**config.mk**
```make
export PLATFORM = sky130hd
export DESIGN_NAME = apb_loader
export DESIGN_NICKNAME = d
export VERILOG_FILES = /design/src/rtl/apb_loader_pkg.sv /design/src/rtl/apb_loader.sv
export SDC_FILE = /design/constraint.sdc
export NUM_CORES = 1
export LEC_CHECK = 0
export ABC_AREA = 1
export CORE_MARGIN = 3
export CORE_UTILIZATION = 65
export CTS_BUF_LIST = sky130_fd_sc_hd__clkbuf_16
export DETAILED_ROUTE_END_ITERATION = 7
export PLACE_DENSITY = 0.82
export SLEW_MARGIN = 0
export SYNTH_ARGS = -nofsm -noshare
export SYNTH_HDL_FRONTEND = slang
export SYNTH_SLANG_ARGS = --single-unit
```
**constraint.sdc**
```tcl
create_clock -name clk -period 11.3 [get_ports clk]
set_clock_uncertainty 0.15 [all_clocks]
set_input_delay 2.26 -clock clk [delete_from_list [all_inputs] [get_ports clk]]
set_output_delay 2.26 -clock clk [all_outputs]
set_load 0.05 [all_outputs]
```
**src/rtl/apb_loader_pkg.sv**
```systemverilog
// apb_loader_pkg: shared widths, bank address map and FSM states for the register-bank loader
package apb_loader_pkg;
    localparam int AMBA_WORD       = 16;
    localparam int AMBA_ADDR_DEPTH = 20;
    localparam int HDR_WORDS       = 9;
    localparam logic [7:0] ADDR_CTRL     = 8'h00;
    localparam logic [7:0] ADDR_WHITE    = 8'h01;
    localparam logic [7:0] ADDR_PSIZE    = 8'h02;
    localparam logic [7:0] ADDR_WSIZE    = 8'h03;
    localparam logic [7:0] ADDR_PIX_BASE = 8'h0A;
    typedef enum logic [2:0] {IDLE, CLR, HDR, CALC, PIX, GO, RD, RDW} state_t;
endpackage

```
**src/rtl/apb_loader.sv**
```systemverilog
// apb_loader: streams header and pixels into consecutive bank addresses, kicks CTRL, and serves idle read-backs
module apb_loader
    import apb_loader_pkg::*;
#(
    parameter int Amba_Word       = AMBA_WORD,
    parameter int Amba_Addr_Depth = AMBA_ADDR_DEPTH
) (
    input  logic                     clk,
    input  logic                     rst,
    input  logic                     s_valid,
    input  logic [Amba_Word-1:0]     s_data,
    output logic                     s_ready,
    input  logic                     rd_req,
    input  logic [Amba_Addr_Depth:0] rd_addr,
    output logic [Amba_Word-1:0]     rd_data,
    output logic                     rd_valid,
    output logic                     write_en,
    output logic [Amba_Addr_Depth:0] addr,
    output logic [Amba_Word-1:0]     data_in,
    input  logic [Amba_Word-1:0]     data_out,
    output logic                     busy,
    output logic                     load_done,
    output logic                     err
);
    localparam int AW = Amba_Addr_Depth + 1;
    localparam int PW = 2 * Amba_Word + 1;
    // largest pixel count whose last address still fits the bank
    localparam logic [PW-1:0] PIX_MAX = PW'((64'd1 << AW) - 64'(ADDR_PIX_BASE));

    state_t               state_q, state_d;
    logic [3:0]           hdr_cnt_q, hdr_cnt_d;
    logic [AW-1:0]        pix_cnt_q, pix_cnt_d, pix_last_q, pix_last_d;
    logic [Amba_Word-1:0] np_q, np_d, nw_q, nw_d;
    logic                 s_ready_q, s_ready_d, rd_valid_q, rd_valid_d, write_en_q, write_en_d;
    logic                 busy_q, busy_d, load_done_q, load_done_d, err_q, err_d, go_q, go_d;
    logic [AW-1:0]        addr_q, addr_d, hdr_addr;
    logic [Amba_Word-1:0] rd_data_q, rd_data_d, data_in_q, data_in_d;
    logic [PW-1:0]        pix_total;
    logic                 accept;

    always_comb begin
        pix_total   = PW'(np_q) * PW'(np_q) + PW'(nw_q) * PW'(nw_q);
        accept      = s_valid && s_ready_q;
        hdr_addr    = AW'(ADDR_WHITE) + AW'(hdr_cnt_q);
        state_d     = state_q;
        hdr_cnt_d   = hdr_cnt_q;
        pix_cnt_d   = pix_cnt_q;
        pix_last_d  = pix_last_q;
        np_d        = np_q;
        nw_d        = nw_q;
        write_en_d  = 1'b0;
        addr_d      = addr_q;
        data_in_d   = data_in_q;
        rd_data_d   = rd_data_q;
        rd_valid_d  = 1'b0;
        err_d       = err_q;
        go_d        = 1'b0;
        case (state_q)
            IDLE: begin
                if (rd_req) begin
                    state_d = RD;
                    addr_d  = rd_addr;
                end else if (s_valid) begin
                    state_d   = CLR;
                    err_d     = 1'b0;
                    hdr_cnt_d = '0;
                    pix_cnt_d = '0;
                end
            end
            CLR: begin
                write_en_d = 1'b1;
                addr_d     = AW'(ADDR_CTRL);
                data_in_d  = '0;
                state_d    = HDR;
            end
            HDR: if (accept) begin
                write_en_d = 1'b1;
                addr_d     = hdr_addr;
                data_in_d  = s_data;
                np_d       = (hdr_addr == AW'(ADDR_PSIZE)) ? s_data : np_q;
                nw_d       = (hdr_addr == AW'(ADDR_WSIZE)) ? s_data : nw_q;
                hdr_cnt_d  = hdr_cnt_q + 4'd1;
                state_d    = (hdr_cnt_q == 4'(HDR_WORDS - 1)) ? CALC : HDR;
            end
            CALC: begin
                pix_last_d = AW'(pix_total - PW'(1));
                err_d      = err_q | (pix_total > PIX_MAX);
                state_d    = (pix_total > PIX_MAX) ? IDLE : (pix_total == '0) ? GO : PIX;
            end
            PIX: if (accept) begin
                write_en_d = 1'b1;
                addr_d     = AW'(ADDR_PIX_BASE) + pix_cnt_q;
                data_in_d  = s_data;
                pix_cnt_d  = pix_cnt_q + AW'(1);
                state_d    = (pix_cnt_q == pix_last_q) ? GO : PIX;
            end
            GO: begin
                write_en_d = 1'b1;
                addr_d     = AW'(ADDR_CTRL);
                data_in_d  = Amba_Word'(1);
                go_d       = 1'b1;
                state_d    = IDLE;
            end
            RD: state_d = RDW;
            RDW: begin
                rd_data_d  = data_out;
                rd_valid_d = 1'b1;
                state_d    = IDLE;
            end
            default: state_d = IDLE;
        endcase
        s_ready_d   = (state_d == HDR) || (state_d == PIX);
        busy_d      = (state_d == CLR) || (state_d == HDR) || (state_d == CALC) || (state_d == PIX) || (state_d == GO);
        load_done_d = go_q;
    end

    always_ff @(posedge clk or posedge rst) begin
        if (rst) begin
            state_q     <= IDLE;
            hdr_cnt_q   <= '0;
            pix_cnt_q   <= '0;
            pix_last_q  <= '0;
            np_q        <= '0;
            nw_q        <= '0;
            s_ready_q   <= 1'b0;
            rd_data_q   <= '0;
            rd_valid_q  <= 1'b0;
            write_en_q  <= 1'b0;
            addr_q      <= '0;
            data_in_q   <= '0;
            busy_q      <= 1'b0;
            load_done_q <= 1'b0;
            err_q       <= 1'b0;
            go_q        <= 1'b0;
        end else begin
            state_q     <= state_d;
            hdr_cnt_q   <= hdr_cnt_d;
            pix_cnt_q   <= pix_cnt_d;
            pix_last_q  <= pix_last_d;
            np_q        <= np_d;
            nw_q        <= nw_d;
            s_ready_q   <= s_ready_d;
            rd_data_q   <= rd_data_d;
            rd_valid_q  <= rd_valid_d;
            write_en_q  <= write_en_d;
            addr_q      <= addr_d;
            data_in_q   <= data_in_d;
            busy_q      <= busy_d;
            load_done_q <= load_done_d;
            err_q       <= err_d;
            go_q        <= go_d;
        end
    end

    assign s_ready   = s_ready_q;
    assign rd_data   = rd_data_q;
    assign rd_valid  = rd_valid_q;
    assign write_en  = write_en_q;
    assign addr      = addr_q;
    assign data_in   = data_in_q;
    assign busy      = busy_q;
    assign load_done = load_done_q;
    assign err       = err_q;
endmodule

```
==> summary.md, run 1 <==
| Metric | Value |
|---|---|
| Outcome | `finished with violations` |
| Failing checks | `design-rule violations` |
| CP max FO | `17` |
| Layout Nets | `~3500` |
| Hold Crit Start | `go_q` |
| F_max | `approximately 120 MHz` |
| Most common cell after layout, fill and taps aside | `inv_1` |
| Critical path class | `flop to flop` |
| Number of cells upsized or downsized after cts | `0` |
| Die Wd | `between 150 and 200 microns` |
| Final period util | `71.1%` |
| Synth Cell Area | `around 22000 sq um` |
| DP HPWL | `47.8 mm` |
| Initial antenna violation count | `0` |
| Synthesis Warnings | `0` |
| CTS tree | `yes` |
| Post-CTS Hold Fix Bufs | `0` |
| Drt wl/cell | `18.1 microns` |
| Fin Hold WS | `approximately 0.21 ns` |
| IO buf count | `approximately 120` |
| Layout cells sized above 1 | `around 3.7%` |
| Mux share of post-synthesis cell area | `0%` |
| Longest Clk Path Bufs | `2` |
| N_diodes | `0` |
| VDD IR max | `approximately 170 uV` |
| Starting Density | `between 60% and 70%` |
| Worst setup path end | `busy` |
| H-tree Lvls | `4` |
| Critical Path Start Type | `flop` |
| First-pass GRT wire length | `roughly 100 mm` |
| Critical R2R Launch | `np_q[13]` |
| Syn-to-layout area delta | `8.99%` |
| Most frequent cells in the layout | `685 x inv_1, 655 x nand2_1, 390 x fa_1` |
| Worst skew pair latency | `between 0.4 and 0.5 ns` |
| Largest family of logic cells by synthesized area | `adder cells` |
| # rows | `between 60 and 70` |
| Met2 Routed Length | `29.5 mm` |
| Clock root buffer | `clkbuf_16` |
| Overall Global Routing Usage | `between 30% and 40%` |
| Via count | `18223` |
| Seq/Total Area, Yosys | `roughly 16%` |
| Vias in the first global route | `between 15000 and 20000` |
| Die Ht | `about 190 microns` |
| Congestion Overflow GR | `0` |
| Worst setup startpoint | `np_q[13]` |
| Max-slew violations | `0` |
| CP Capture Type | `flop` |
| Io pins | `between 100 and 150` |
| Final Routed Wirelength | `59.1 mm` |
| Synth Area in Simple Gates | `a little under a fifth` |
| Post-CTS Setup Bufs | `0` |
| DRT Pass-1 Iters | `8` |
| Clock slew at reported path FFs | `approximately 0.080 ns` |
| Wire length on met1 | `around 21 mm` |
| Met3 Routed Length | `4.77 mm` |
| Non-filler cells in the finished layout | `3273` |
| Unrepaired setup endpoints after global routing | `no` |
| Initial DRC Count | `roughly 1500` |
| Synth Area in Compound Gates | `~5.7%` |
| Register-to-register setup slack | `approximately 3.3 ns` |
| CP arrival | `approximately 8.2 ns` |
| Worst r2r path cells | `31` |
| # DRC | `3` |
| Seq cells post-synth | `around 140` |
| Core Box Area | `33800 sq um` |
| Hold Vio Cnt, Final | `0` |
| Synth Area in Adders | `about 46%` |
| Sink Count | `between 100 and 150` |
| Async set-reset flop share out of synthesis | `100%` |
| Max transition margin | `about 14%` |
| CTS buffer count | `17` |
| Post-synth cell types | `47` |
| RR Endpoint | `busy` |
| Total chip power | `3.69 mW` |
| Worst Path Required | `between 10 and 15 ns` |
| Max-Cap Viols | `0` |
| Routed Antenna Nets | `0` |
| Synthesized netlist net count | `about 3400` |
| Crit path largest cell delay | `0.87 ns` |
| Mean post-synth cell area | `8.10 sq um` |
| EDFF count, synth | `0` |
| Pleak | `around 12 nW` |
| Slowest cell on the critical path | `dfrtp_1` |
| Primary FF master, synth | `dfrtp_1` |
| Hold crit path type | `flop to flop` |
| Dpl cells | `~3200` |
| Pwr dens | `about 150 nW/um^2` |
| Pin slew with the least headroom to its limit | `about 1.3 ns` |
| Final setup viols | `0` |
| Final Critical Period | `about 8.0 ns` |
| Largest net degree at the start of global routing | `98` |
| Fillers | `2594` |
| Setup TNS Final | `0 ns` |
| Critical Path Most Common Cell | `nand2_1` |
| Drt via density | `between 5 and 6` |
| Final GP Congestion | `slightly below 1` |
| Top Layer Used | `met4` |
| Synth Area in XOR/XNOR | `under 10%` |
| Final critical-path setup slack | `between 3 and 4 ns` |
| Die area | `around 37000 sq um` |
| Cells after Synth | `around 2800` |
| Pre-CTS WS | `around 3.4 ns` |
[cells in the mapped netlist, types with 2 or more instances]
master / count / area (sq um)
o21ai_0: 115 / 576
a31o_2: 2 / 17.5
xor2_1: 17 / 149
nor2_1: 140 / 526
a31oi_1: 10 / 62.6
ha_1: 191 / 2390
nor3_1: 18 / 90.1
o22ai_1: 4 / 25.0
a21oi_2: 2 / 17.5
xnor2_1: 14 / 123
o211ai_1: 2 / 15.0
clkbuf_1: 84 / 315
nand3b_1: 8 / 60.1
nor4_1: 6 / 37.5
inv_2: 9 / 33.8
nand2_4: 3 / 33.8
clkinv_1: 6 / 22.5
nand2_2: 19 / 119
nor2_2: 10 / 62.6
nand4_1: 16 / 100
nor2_4: 4 / 45.0
o21bai_1: 4 / 30.0
buf_1: 6 / 22.5
a211oi_1: 3 / 22.5
dfrtp_1: 141 / 3530
nor3_4: 2 / 32.5
a22o_1: 2 / 17.5
a21oi_1: 78 / 390
a32oi_1: 2 / 17.5
nand2_1: 655 / 2460
buf_2: 2 / 10.0
inv_1: 686 / 2570
or2_2: 3 / 18.8
nand3_2: 8 / 80.1
a21o_1: 2 / 15.0
nor3_2: 4 / 40.0
o21ai_1: 2 / 10.0
fa_1: 390 / 7810
nand3_1: 87 / 435
[cells by family after synthesis]
family | after synthesis
AO/OA/AOI/OAI | 234
buffers and inverters | 793
flip-flops | 141
adder cells (fa/ha/maj) | 581
XOR/XNOR | 31
AND/OR/NAND/NOR | 985
[per-layer routing]
| metal | track usage [%] | vias to the layer above |
|---|---|---|
| met5 | 0 | - |
| met4 | 20.3 | 0 |
| met3 | 6.55 | 263 |
| met2 | 59.2 | 878 |
| met1 | 40.5 | 8781 |
| li1 | - | 8301 |
[flip-flops by register name, summed over array words and instances, names as in the netlist, 3 cells and up]
signal	count
data_in	16
nw_q	16
pix_last_q	21
state_q	3
addr	21
np_q	16
hdr_cnt_q	4
pix_cnt_q	21
rd_data	16
[critical path, delay by kind of cell (launching register included)]
family | cells | cell delay (ns)
AO/OA/AOI/OAI | 1 | 0.26
XOR/XNOR | 2 | 0.63
adder cells (fa/ha/maj) | 8 | 4.01
buffers and inverters | 2 | 0.22
flip-flops | 1 | 0.87
AND/OR/NAND/NOR | 18 | 1.75
[power breakdown]
part	total, mW	internal (mW)	switching [mW]
Sequential	0.919	0.672	0.246
Clock	0.612	0.334	0.278
Combinational	2.16	0.744	1.42
Total	3.69	1.75	1.94
[layout make-up]
cell class / instances / area (sq um) / area share [%]
repair buffers: 120 / 1190 / 4.87
clock buffers: 17 / 425 / 1.74
well taps: 448 / 561 / 2.30
inverters: 701 / 2640 / 10.8
flip-flops and latches: 141 / 3530 / 14.5
multi-input cells: 1831 / 15900 / 65.1
clock inverters: 15 / 183 / 0.748
[how the worst min path moves through the flow]
stage,end,slack (ns),cells past startpoint
final,load_done,0.21,0
after CTS,load_done,0.20,0
after global routing,load_done,0.22,0
after detailed placement,load_done,0.18,0
after global placement,load_done,0.19,0
after floorplan,load_done,0.18,0
[through the flow]
stage / cell area, sq um / util, %
6_report: 24400 / 72.3
5_1_grt: 24400 / 72.3
4_1_cts: 24400 / 72.3
3_5_place_dp: 23800 / 70.5
3_3_place_gp: 23800 / 70.5
2_1_floorplan: 22400 / -
Note: power is estimated with default switching activity, not from simulation.
==> inputs of run 2 (changes only) <==
--- a/config.mk
+++ b/config.mk
@@ -7,10 +7,10 @@
 export LEC_CHECK = 0
 export ABC_AREA = 1
 export CORE_MARGIN = 3
-export CORE_UTILIZATION = 65
+export CORE_UTILIZATION = 63
 export CTS_BUF_LIST = sky130_fd_sc_hd__clkbuf_16
 export DETAILED_ROUTE_END_ITERATION = 7
-export PLACE_DENSITY = 0.82
+export PLACE_DENSITY = 0.8
 export SLEW_MARGIN = 0
 export SYNTH_ARGS = -nofsm -noshare
 export SYNTH_HDL_FRONTEND = slang
==> constraint.sdc (replaced) <==
create_clock -name clk -period 8 [get_ports clk]
set_clock_uncertainty 0.15 [all_clocks]
set_input_delay 1.6 -clock clk [delete_from_list [all_inputs] [get_ports clk]]
set_output_delay 1.6 -clock clk [all_outputs]
set_load 0.05 [all_outputs]
==> run 2 against run 1 <==
Effect of this change:
- the run now ends clean
- sequential power is 33% higher
- critical path depth decreased by 3
- clock power is 34% higher
- die area is 3.1% higher
- non-clock buffer count up 31
- first-iteration DRC count fell by 15%
- sequential share of layout area about the same
- count of clock-buffer cells in the layout stayed put
- critical endpoint unchanged
- largest cell class unchanged
- highest routed layer unchanged
==> summary.md, run 2 (synthesis gave the netlist of run 1 again) <==
| Metric | Value |
|---|---|
| Outcome | `complete, no violations` |
| Total chip power | `5.25 mW (+42%)` |
| Vias in the first global route | `19319 (-1.2%)` |
| Worst skew pair latency | `0.46 ns (about the same)` |
| Worst Path Required | `8.25 ns (-3.25 ns)` |
| Via count | `18073 (-0.82%)` |
| Initial antenna violation count | `0 (unchanged)` |
| Slowest cell on the critical path | `fa_1` |
| H-tree Lvls | `4 (unchanged)` |
| Critical path class | `flop to flop` |
| Most frequent cells in the layout | `685 x inv_1, 654 x nand2_1, 390 x fa_1` |
| Post-CTS Hold Fix Bufs | `0 (unchanged)` |
| CP arrival | `7.89 ns (-0.35 ns)` |
| VDD IR max | `273 uV (+58%)` |
| Starting Density | `64.4% (-1.9 points)` |
| Max-slew violations | `0 (unchanged)` |
| Critical Path Start Type | `flop` |
| Critical R2R Launch | `np_q[8]` |
| Initial DRC Count | `1310 (-15%)` |
| Crit path largest cell delay | `0.59 ns (-0.28 ns)` |
| Sequential cell area | `3560 sq um (+0.92%)` |
| Hold crit path type | `flop to flop` |
| Most common cell after layout, fill and taps aside | `inv_1` |
| Drt via density | `5.46 (-2.0%)` |
| Clock root buffer | `clkbuf_16` |
| Sink Count | `141 (unchanged)` |
| Max transition margin | `15.5% (+1.4 points)` |
| Longest Clk Path Bufs | `2 (unchanged)` |
| Worst setup startpoint | `np_q[8]` |
| Pwr dens | `213 nW/um^2 (+41%)` |
| Worst setup path end | `busy` |
| CP Capture Type | `flop` |
| Largest net degree at the start of global routing | `83 (-15%)` |
| Die Wd | `195 microns (+1.5%)` |
| DRT Pass-1 Iters | `7 (-1)` |
| Fillers | `2700 (+4.1%)` |
| Layout Nets | `3481 (+0.90%)` |
| Layout cells sized above 1 | `5.67% (+2.0 points)` |
| Overall Global Routing Usage | `31.7% (-2.7 points)` |
| Final Routed Wirelength | `57.7 mm (-2.4%)` |
| # DRC | `0 (-3)` |
| RR Endpoint | `busy` |
| # rows | `68 (+1.5%)` |
| CTS buffer count | `17 (unchanged)` |
| Hold Crit Start | `go_q` |
| Core Box Area | `34800 sq um (+3.0%)` |
| N_diodes | `0 (unchanged)` |
| Final Critical Period | `7.64 ns (-0.392 ns)` |
| Area of the multi-input gates | `15900 sq um (+0.10%)` |
| Worst r2r path cells | `28 (-9.7%)` |
| Register-to-register setup slack | `0.36 ns (-2.91 ns)` |
| Io pins | `116 (unchanged)` |
| Pin slew with the least headroom to its limit | `1.26 ns (-0.0203 ns)` |
| Congestion Overflow GR | `0 (unchanged)` |
| First-pass GRT wire length | `95.8 mm (-2.0%)` |
| Final GP Congestion | `0.963 (-0.54%)` |
| Syn-to-layout area delta | `10.2%` |
| Die area | `37900 sq um (+3.1%)` |
| CTS tree | `yes` |
| Post-layout util | `70.9% (-1.4 points)` |
| Drt wl/cell | `17.4 microns (-3.5%)` |
| Max-Cap Viols | `0 (unchanged)` |
| IO buf count | `115 (unchanged)` |
| Pleak | `12.4 nW (+0.94%)` |
| DP HPWL | `47.7 mm (-0.25%)` |
| Routed Antenna Nets | `0 (unchanged)` |
| CP max FO | `6 (-11)` |
| Clock slew at reported path FFs | `0.07 ns (about the same)` |
| F_max | `131 MHz (+5.1%)` |
| Final period util | `95.5% (+24 points)` |
| Hold Vio Cnt, Final | `0 (unchanged)` |
| Die Ht | `195 microns (+1.5%)` |
| Final setup viols | `0 (unchanged)` |
run 2: changes by cell type in the layout (fill, tap and decap cells not counted), moves of 2 or more:
cell / change
buf_4: +30
dfrtp_1: -22
dfrtp_2: +20
dfrtp_4: +2
inv_6: +2
inv_8: -2
run 2: through the flow:
| stage | cells | setup WS [ns] | area, sq um | TNS [ns] | hold slack, ns |
|---|---|---|---|---|---|
| floorplan | 2765 | 0.851 | 22400 | 0 | 0.181 |
| global placement | 3275 | 0.264 | 24000 | 0 | 0.184 |
| detailed placement | 3275 | 0.179 | 24000 | 0 | 0.190 |
| CTS | 3307 | 0.160 | 24600 | 0 | 0.205 |
| global route | 3311 | -0.00724 | 24700 | -0.00724 | 0.213 |
| finish | 3311 | 0.356 | 24700 | 0 | 0.204 |
run 2: what timing repair did:
item | CTS | global route
endpoints found under the setup margin | 0 | 9
buffers inserted | 0 | 4
gates resized for setup | 0 | 29
run 2: cell type report:
| type | count | share of cell area (%) |
|---|---|---|
| well taps | 455 | 2.31 |
| repair buffers | 151 | 5.75 |
| inverters | 701 | 10.7 |
| multi-input cells | 1831 | 64.5 |
| clock buffers | 17 | 1.72 |
| flip-flops and latches | 141 | 14.4 |
| clock inverters | 15 | 0.634 |
run 2: critical path: cells and delay by family (launching register included):
family | cells | cell delay [ns]
fa+ha+maj | 9 | 4.58
buf+inv | 3 | 0.40
flops | 1 | 0.49
simple gates | 16 | 1.96
run 2: worst min path at each step:
stage	end	cells after the start
6_report	load_done	0
5_1_grt	load_done	0
4_1_cts	load_done	0
3_5_place_dp	load_done	0
3_3_place_gp	load_done	0
2_1_floorplan	load_done	0
run 2: report_power, final:
group	total (mW)	switching [mW]	internal [mW]
logic	3.21	2.11	1.10
registers	1.22	0.267	0.957
clock network	0.820	0.382	0.438
run 2: per-layer routing:
| metal | wire length, microns | GRT usage [%] |
|---|---|---|
| met5 | 0 | 0 |
| met1 | 21400 | 38.8 |
| met3 | 4160 | 5.48 |
| met2 | 29000 | 54.8 |
| met4 | 3060 | 15.4 |
==> inputs of run 3 (changes only) <==
--- a/config.mk
+++ b/config.mk
@@ -6,9 +6,11 @@
 export NUM_CORES = 1
 export LEC_CHECK = 0
 export ABC_AREA = 1
+export CORE_ASPECT_RATIO = 1.75
 export CORE_MARGIN = 3
 export CORE_UTILIZATION = 63
 export CTS_BUF_LIST = sky130_fd_sc_hd__clkbuf_16
+export CTS_CLUSTER_DIAMETER = 200
 export DETAILED_ROUTE_END_ITERATION = 7
 export PLACE_DENSITY = 0.8
 export SLEW_MARGIN = 0
==> run 3 against run 2 <==
Effect of this change:
- sequential cell count is the same
- global-route usage grew 1.3 points
- register-to-register slack lost 0.05 ns
- clock power grew 2.8%
- fmax shrank 0.66%
- largest power group unchanged
==> summary.md, run 3 (synthesis gave the netlist of run 1 again) <==
| Metric | Value |
|---|---|
| Outcome | `complete, no violations` |
| Critical Path Start Type | `flop` |
| Worst Path Required | `8.22 ns (-0.03 ns)` |
| Starting Density | `64.4% (about the same)` |
| Critical path's top delay family | `adder cells` |
| Fillers | `2622 (-2.9%)` |
| Most frequent cells in the layout | `687 x inv_1, 652 x nand2_1, 389 x fa_1` |
| Via count | `18262 (+1.0%)` |
| VDD IR max | `183 uV (-33%)` |
| Max-slew violations | `0 (unchanged)` |
| Syn-to-layout area delta | `11.0%` |
| Drt via density | `5.48 (+0.41%)` |
| Hold Vio Cnt, Final | `0 (unchanged)` |
| Final setup viols | `0 (unchanged)` |
| CP Capture Type | `flop` |
| CTS tree | `yes` |
| Pleak | `12.5 nW (+0.86%)` |
| Critical path class | `flop to flop` |
| Crit path largest cell delay | `0.59 ns (about the same)` |
| Vias in the first global route | `20213 (+4.6%)` |
| Pwr dens | `216 nW/um^2 (+1.6%)` |
| Die Wd | `149 microns (-24%)` |
| Clock root buffer | `clkbuf_16` |
| Drt wl/cell | `18.0 microns (+3.3%)` |
| Die Ht | `255 microns (+31%)` |
| Worst skew pair latency | `0.45 ns (about the same)` |
| Initial DRC Count | `1139 (-13%)` |
| Final period util | `96.2% (+0.64 points)` |
| Core Box Area | `34800 sq um (about the same)` |
| Sw frac | `51.7% (-0.83 points)` |
| Max transition margin | `21.8% (+6.3 points)` |
| Int Power | `2.60 mW (+4.2%)` |
| Most common cell after layout, fill and taps aside | `inv_1` |
| Routed Antenna Nets | `0 (unchanged)` |
| Share of power burned in registers | `23.2% (about the same)` |
| N_diodes | `0 (unchanged)` |
| IO buf count | `115 (unchanged)` |
| Combinational share of power | `61.1% (about the same)` |
| CTS buffer count | `17 (unchanged)` |
| Dpl cells | `3288 (+0.40%)` |
| Sequential cell area | `3570 sq um (+0.14%)` |
| Layout Nets | `3497 (+0.46%)` |
| Critical path buffers and inverters | `5 (+2)` |
| F_max | `130 MHz (-0.66%)` |
| Area of the multi-input gates | `16000 sq um (+0.25%)` |
| First-pass GRT wire length | `98.4 mm (+2.7%)` |
| Hold crit path type | `flop to flop` |
| Total chip power | `5.37 mW (+2.4%)` |
| Non-filler cells in the finished layout | `3332 (+0.63%)` |
| Overall Global Routing Usage | `33.0% (+1.3 points)` |
| Max-Cap Viols | `0 (unchanged)` |
| Io pins | `116 (unchanged)` |
| # rows | `90 (+32%)` |
| DP HPWL | `49.8 mm (+4.5%)` |
| CP max FO | `11 (+5)` |
| DRT Pass-1 Iters | `8 (+1)` |
| Final Routed Wirelength | `60.0 mm (+4.0%)` |
| Slowest cell on the critical path | `fa_1` |
| Clock slew at reported path FFs | `0.06 ns (about the same)` |
| Pin slew with the least headroom to its limit | `1.17 ns (-0.0948 ns)` |
| Post-layout util | `71.5% (+0.55 points)` |
| CP arrival | `7.92 ns (+0.03 ns)` |
| Layout cells sized above 1 | `6.65% (+0.98 points)` |
| Congestion Overflow GR | `0 (unchanged)` |
| H-tree Lvls | `4 (unchanged)` |
| Final GP Congestion | `0.982 (+2.0%)` |
| Initial antenna violation count | `0 (unchanged)` |
| # DRC | `0 (unchanged)` |
| Sink Count | `141 (unchanged)` |
| Longest Clk Path Bufs | `2 (unchanged)` |
| Largest net degree at the start of global routing | `73 (-12%)` |
| Sw power | `2.78 mW (+0.73%)` |
| Final Critical Period | `7.69 ns (+0.0508 ns)` |
| Die area | `37900 sq um (+0.24%)` |
| Clk network pwr share | `15.7% (about the same)` |
## run 3: cell types whose count changed in the layout (fill, tap and decap cells not counted), sizes merged
cell / delta
buf: +15
clkinv: -1
clkbuf: +1
inv: -1
bufinv: +2
## run 3: area by class of cell
class                      instances  share of cell area (%)
tap                              460                    2.31
inverter                         701                    10.6
clock buffer                      17                    1.71
clock inverter                    15                   0.694
multi-input combinational       1831                    64.1
sequential                       141                    14.3
timing repair buffer             167                    6.20
## run 3: worst paths after layout
path	startpoint	to	slack, ns	cells after the start
hold reg to reg	go_q	load_done	0.23	0
max in group asynchronous	rst	pix_last_q[13]	4.84	3
hold / removal	go_q	load_done	0.23	0
min in group asynchronous	rst	hdr_cnt_q[3]	1.49	2
setup / recovery	np_q[2]	busy	0.31	32
setup reg to reg	np_q[2]	busy	0.31	32
## run 3: routing by layer
metal,vias up,wire length [microns],track usage [%]
li1,8382,-,-
met1,8862,18400,32.3
met2,704,33200,60.7
met3,314,2450,3.74
met4,0,5860,27.2
met5,-,0,0
## run 3: worst register-to-register path: cells and delay by family (launching register included)
family | cells | cell delay, ns
adders and majority gates | 9 | 4.57
and+or+nand+nor | 18 | 1.91
DFF | 1 | 0.56
buffers and inverters | 5 | 0.44
## run 3: per-stage QoR
step | setup TNS (ns) | setup WS (ns) | cell area [sq um] | hold slack (ns)
floorplan | 0 | 0.851 | 22400 | 0.181
global placement | 0 | 0.114 | 24100 | 0.185
detailed placement | 0 | 0.00174 | 24100 | 0.202
CTS | 0 | 0.0444 | 24700 | 0.241
global route | -0.0292 | -0.0278 | 24900 | 0.240
finish | 0 | 0.306 | 24900 | 0.234
## run 3: power by group through the flow
stage	clock network [mW]	registers, mW	logic, mW
floorplan	0	1.54	1.87
global placement	0	1.24	3.13
detailed placement	0	1.25	3.19
CTS	0.840	1.24	3.22
global route	0.878	1.27	3.61
finish	0.843	1.25	3.28
## run 3: what timing repair did
item	in CTS	in global routing
setup buffers	0	12
endpoints found under the setup margin	1	5
gates resized for setup	2	43
hold buffers	0	0
pin swaps	0	1
